**config.mk**
```make
export PLATFORM = sky130hd
export DESIGN_NAME = spi_flash_op_sched
export DESIGN_NICKNAME = d
export VERILOG_FILES = /design/src/rtl/spi_flash_op_sched.sv
export SDC_FILE = /design/constraint.sdc
export NUM_CORES = 1
export LEC_CHECK = 0
export CAP_MARGIN = 15
export CELL_PAD_IN_SITES_DETAIL_PLACEMENT = 0
export CELL_PAD_IN_SITES_GLOBAL_PLACEMENT = 2
export CORE_MARGIN = 8
export CORE_UTILIZATION = 35
export CTS_CLUSTER_SIZE = 25
export DETAILED_ROUTE_END_ITERATION = 8
export HOLD_SLACK_MARGIN = 0.15
export PLACE_DENSITY_LB_ADDON = 0.1
export SYNTH_ARGS = -nofsm -noshare
export SYNTH_HDL_FRONTEND = slang
export SYNTH_SLANG_ARGS = --single-unit
```
**constraint.sdc**
```tcl
create_clock -name sclk -period 2.63 [get_ports sclk]
set_input_delay 0.3945 -clock sclk [delete_from_list [all_inputs] [get_ports sclk]]
set_output_delay 0.3945 -clock sclk [all_outputs]
set_load 0.01 [all_outputs]
```
**src/rtl/spi_flash_op_sched.sv**
```systemverilog
// spi_flash_op_sched: queues erase/program/read requests and sequences the SPI flash
// command stream (WREN, opcode, status polling) for one operation at a time.
module spi_flash_op_sched #(
    parameter logic [23:0] SECTOR_ADDR = 24'h000000,
    parameter int          POLL_GAP    = 500,
    parameter int          TIMEOUT     = 50_000_000
) (
    input  logic        sclk,
    input  logic        rst_n,
    input  logic        flag_erase,
    input  logic        flag_write,
    input  logic        flag_read,
    output logic        spi_start,
    output logic [7:0]  spi_cmd,
    output logic [23:0] spi_addr,
    input  logic        spi_done,
    input  logic [7:0]  spi_rdata,
    output logic        busy,
    output logic        op_done,
    output logic        err
);
    typedef enum logic [3:0] {IDLE, WREN, WREN_W, CMD, CMD_W, GAP, RDSR, RDSR_W, DONE} state_t;
    state_t      state, state_nxt;
    logic [2:0]  pend;
    logic [2:0]  grant_clr;
    logic [7:0]  opc, grant_opc;
    logic [15:0] gap_cnt;
    logic [31:0] to_cnt;
    logic        grant, polling, timeout_hit, wip;
    logic        start_d, busy_d, done_d, err_d;
    logic [7:0]  cmd_d;
    logic [23:0] addr_d;
    // pend bit order is {erase, write, read}, which is also the priority order
    assign grant       = (state == IDLE) && |pend;
    assign grant_opc   = pend[2] ? 8'hD8 : pend[1] ? 8'h02 : 8'h03;
    assign grant_clr   = !grant ? 3'b000 : pend[2] ? 3'b100 : pend[1] ? 3'b010 : 3'b001;
    assign polling     = state inside {GAP, RDSR, RDSR_W};
    assign timeout_hit = polling && (to_cnt == 32'(TIMEOUT - 1));
    assign wip         = (spi_rdata & 8'h01) != 8'h00;
    always_ff @(posedge sclk or negedge rst_n) begin
        if (!rst_n) state <= IDLE;
        else        state <= state_nxt;
    end
    always_comb begin
        state_nxt = state;
        case (state)
            IDLE:    state_nxt = !grant ? IDLE : (pend[2] || pend[1]) ? WREN : CMD;
            WREN:    state_nxt = WREN_W;
            WREN_W:  state_nxt = spi_done ? CMD : WREN_W;
            CMD:     state_nxt = CMD_W;
            CMD_W:   state_nxt = !spi_done ? CMD_W : (opc == 8'h03) ? DONE : GAP;
            GAP:     state_nxt = timeout_hit ? DONE : (gap_cnt == 16'd0) ? RDSR : GAP;
            RDSR:    state_nxt = timeout_hit ? DONE : RDSR_W;
            RDSR_W:  state_nxt = timeout_hit ? DONE : !spi_done ? RDSR_W : wip ? GAP : DONE;
            DONE:    state_nxt = IDLE;
            default: state_nxt = IDLE;
        endcase
    end
    // outputs are decoded from the next state so that they can be registered
    always_comb begin
        start_d = state_nxt inside {WREN, CMD, RDSR};
        cmd_d   = (state_nxt == WREN) ? 8'h06 :
                  (state_nxt == CMD)  ? (grant ? grant_opc : opc) :
                  (state_nxt == RDSR) ? 8'h05 : spi_cmd;
        addr_d  = (state_nxt == CMD) ? SECTOR_ADDR : spi_addr;
        busy_d  = state_nxt != IDLE;
        done_d  = state_nxt == DONE;
        err_d   = timeout_hit ? 1'b1 : grant ? 1'b0 : err;
    end
    always_ff @(posedge sclk or negedge rst_n) begin
        if (!rst_n) begin
            pend      <= '0;
            opc       <= '0;
            gap_cnt   <= '0;
            to_cnt    <= '0;
            spi_start <= 1'b0;
            spi_cmd   <= '0;
            spi_addr  <= '0;
            busy      <= 1'b0;
            op_done   <= 1'b0;
            err       <= 1'b0;
        end else begin
            pend      <= (pend & ~grant_clr) | {flag_erase, flag_write, flag_read};
            opc       <= grant ? grant_opc : opc;
            gap_cnt   <= (state_nxt == GAP && state != GAP) ? 16'(POLL_GAP - 1) :
                         (state == GAP && gap_cnt != 16'd0) ? gap_cnt - 16'd1 : gap_cnt;
            to_cnt    <= (state == CMD_W && state_nxt == GAP) ? 32'd0 :
                         polling ? to_cnt + 32'd1 : to_cnt;
            spi_start <= start_d;
            spi_cmd   <= cmd_d;
            spi_addr  <= addr_d;
            busy      <= busy_d;
            op_done   <= done_d;
            err       <= err_d;
        end
    end
endmodule
```
==> results of run 1 <==
-- power by group through the flow --
stage / logic [mW] / registers, mW / clock network (mW)
2_1_floorplan: 1.04 / 1.88 / 0
3_3_place_gp: 1.46 / 1.96 / 0
3_5_place_dp: 1.47 / 1.96 / 0
4_1_cts: 1.48 / 1.95 / 0.980
5_1_grt: 1.64 / 2.01 / 1.03
6_report: 1.45 / 1.94 / 0.931
-- registers in the layout, indices dropped and copies added (netlist names) --
| name | flops |
|---|---|
| busy | 1 |
| err | 1 |
| gap_cnt | 16 |
| op_done | 1 |
| opc | 8 |
| pend | 3 |
| spi_cmd | 8 |
| spi_start | 1 |
| state | 4 |
| to_cnt | 32 |
-- metrics by stage --
step / utilization [%] / instance area [sq um] / setup slack (ns) / hold slack, ns
after global routing: 40.67 / 4350 / 0.1069 / 0.5258
after detailed placement: 38.62 / 4131 / 0.2792 / 0.3581
final: 40.67 / 4350 / 0.2480 / 0.5038
after global placement: 38.62 / 4131 / 0.2942 / 0.3646
after CTS: 40.67 / 4350 / 0.2420 / 0.5136
after floorplan: - / 3875 / 0.4035 / 0.09891
-- final cells by class --
| type | count | area [sq um] |
|---|---|---|
| sequential | 75 | 1877 |
| fill | 1091 | 6347 |
| clock inverter | 6 | 71.32 |
| timing repair buffer | 35 | 320.3 |
| tap | 140 | 175.2 |
| inverter | 7 | 26.28 |
| clock buffer | 10 | 137.6 |
| multi-input combinational | 285 | 1743 |
-- layout by cell type, fill, tap and decap left out, types with 12 or more instances in the layout --
| cell type | Yosys | layout |
|---|---|---|
| dfrtp_1 | 75 | 75 |
| nand3_1 | 14 | 14 |
| xor2_1 | 25 | 25 |
| buf_4 | 24 | 16 |
| xnor2_1 | 12 | 12 |
| a21oi_1 | 12 | 12 |
| o21ai_0 | 14 | 14 |
| nor2_1 | 44 | 44 |
| nand2_1 | 28 | 28 |
| clkdlybuf4s50_1 | 0 | 17 |
| conb_1 | 1 | 24 |
-- cell families (layout without fill, tap and decap cells) --
group,count (synthesis),after routing,synth area share [%]
simple gates,171,171,25.26
flops,75,75,49.54
compound gates,48,48,8.257
buf+inv,43,58,6.737
xor+xnor,37,37,8.553
fa+ha+maj,3,3,0.9909
mux,2,2,0.5614
other cells,1,24,0.09898
-- routing by layer --
metal	up-vias	GRT usage (%)	part of all wire (%)
li1	1349	-	-
met1	1333	15.20	48
met2	38	19.52	47
met3	11	3.429	3.7
met4	0	4.450	1.5
met5	-	0	0
-- critical path: cells and delay by family (launching register included) --
family / cells / cell delay, ns
AOI/OAI and AO/OA: 2 / 0.41
DFF: 1 / 0.41
adders and majority gates: 1 / 0.14
and+or+nand+nor: 4 / 1.20
buffers and inverters: 1 / 0.09
-- worst paths after layout --
kind                                           to  slack, ns  depth (start not counted)
max                        gap_cnt[6]$_DFFE_PN0P_       0.25                          8
min                        spi_cmd[5]$_DFFE_PN0P_       0.50                          1
max reg2reg                gap_cnt[6]$_DFFE_PN0P_       0.25                          8
min reg2reg                spi_cmd[5]$_DFFE_PN0P_       0.50                          1
max in group asynchronous        opc[1]$_DFF_PN0_       1.53                          3
min in group asynchronous  to_cnt[29]$_DFFE_PN0P_       0.52                          2
-- repair_timing --
item	in CTS	in global routing
hold buffers	1	0
gates resized for setup	0	0
endpoints found under the setup margin	0	0
hold endpoints to repair	28	0
==> run metrics, run 1 <==
status finished clean; grt ovf 0; Routed WL around 8.2 mm; GPL Wtd Cong between 0.7 and 0.8; # clock sinks between 70 and 80; Slew Limit Fails 0; DIE AREA 14410 sq um; maximum VDD drop ~400 uV; CP Capture Type flop; leakage power 1.893 nW; root buffer cell clkbuf_8; die width about 120 um; post-synthesis cell type count 52; min Tclk post-route 2.382 ns; Max stage delay on crit path 0.41 ns; Num CTS Buffers 9; Avg Inst Size Synth 9.970 sq um; Detail Placement HPWL 5.732 mm; routed vias/inst 4.894; combinational fraction of design power ~34%; layout cells sized above 1 10.05%; Initial DRC Count between 100 and 150; H-tree lvl count 3; postcts setup bufs 0; Critical Path Start Type flop; nets 430; Hold WC Path Type flop to flop; sequential share of power roughly 45%; cells after synthesis 380; most instantiated library cell after synthesis dfrtp_1; Syn-to-layout area delta 14.83%; All-Layer GR Usage 12.12%; Starting Density between 30% and 40%; I/O pin cnt 50; worst-margin pin slew 0.6326 ns; synthesized cell area 3789 sq um; kind of critical path flop to flop; Hold Vio Cnt, Final 0; Yosys top cell area share 49.54%; EDFF count, synth 0; first-pass GRT wire length about 14 mm; setup violators final 0; Die Span Y 120.0 um; ANT cells 0; Rel. slew slack between 50% and 60%; CP Data Required Time about 2.9 ns; overall power 4.323 mW; P per Cell Area 993.8 nW/um^2; clk slew on worst S/H paths 0.08 ns; drt pass-1 iters 4; Inst Count DP approximately 540; CP Max Fanout 3; Core ar. 10700 sq um; Int Pwr 2.709 mW; top cells by area in the synthesized netlist dfrtp_1 50%, xor2_1 5.8%, buf_4 4.8%; Post-synth top cells 75 x dfrtp_1, 44 x nor2_1, 28 x nand2_1, 25 x xor2_1, 24 x buf_4; skew final roughly 0.012 ns; initial antenna violation count 0; floorplan row count 38; clk_lat worst skew 0.35 ns; Sw Share 37.34%; RSZ-0062 raised after global routing false; fmax 419.8 MHz; Post-synth ARST share 100.0%; DRC 0; PortBufs 18; vias in the first global route roughly 2900; max cap viols 0; ANT nets after route 0; number of synthesized register bits 75; worst path cell trace inv_1 > ha_1 > nor3b_1 > and4_1 > o22ai_1 > a211o_1 > and4b_1 > or3b_1; Non-Filler Instances around 560; register area share after synthesis 49.54%; Reg2Reg Launch Point gap_cnt[0]$_DFFE_PN0P_; Clock Path Buffers 2; final period utilization 90.57%; min-delay src spi_cmd[5]$_DFFE_PN0P_; Yosys warnings 0; CTS tree yes; Total Neg Setup Slack 0 ns; pin count of the biggest net entering global routing 48; Synth Flop Type dfrtp_1; Arr. time, crit path 2.61 ns; via count around 2700; slowest stage cell, crit path dfrtp_1; switching pwr 1.614 mW; Worst Setup SP gap_cnt[0]$_DFFE_PN0P_; Avg WL per Cell 14.74 um; power share of the clock group 21.5%; largest area contributor in the netlist dfrtp_1
No activity file was read; power rests on OpenSTA's default activity.
==> run 2: changes to the inputs <==
--- a/config.mk
+++ b/config.mk
@@ -14,6 +14,7 @@
 export DETAILED_ROUTE_END_ITERATION = 8
 export HOLD_SLACK_MARGIN = 0.15
 export PLACE_DENSITY_LB_ADDON = 0.1
+export SLEW_MARGIN = 20
 export SYNTH_ARGS = -nofsm -noshare
 export SYNTH_HDL_FRONTEND = slang
 export SYNTH_SLANG_ARGS = --single-unit
==> results of run 2 <==
Final layout, timing and power as in run 1 (identical DEF).
==> run 3: changes to the inputs <==
--- a/config.mk
+++ b/config.mk
@@ -14,7 +14,7 @@
 export DETAILED_ROUTE_END_ITERATION = 8
 export HOLD_SLACK_MARGIN = 0.15
 export PLACE_DENSITY_LB_ADDON = 0.1
-export SLEW_MARGIN = 20
+export SLEW_MARGIN = 5
 export SYNTH_ARGS = -nofsm -noshare
 export SYNTH_HDL_FRONTEND = slang
 export SYNTH_SLANG_ARGS = --single-unit
==> results of run 3 <==
Final layout, timing and power as in run 1 (identical DEF).
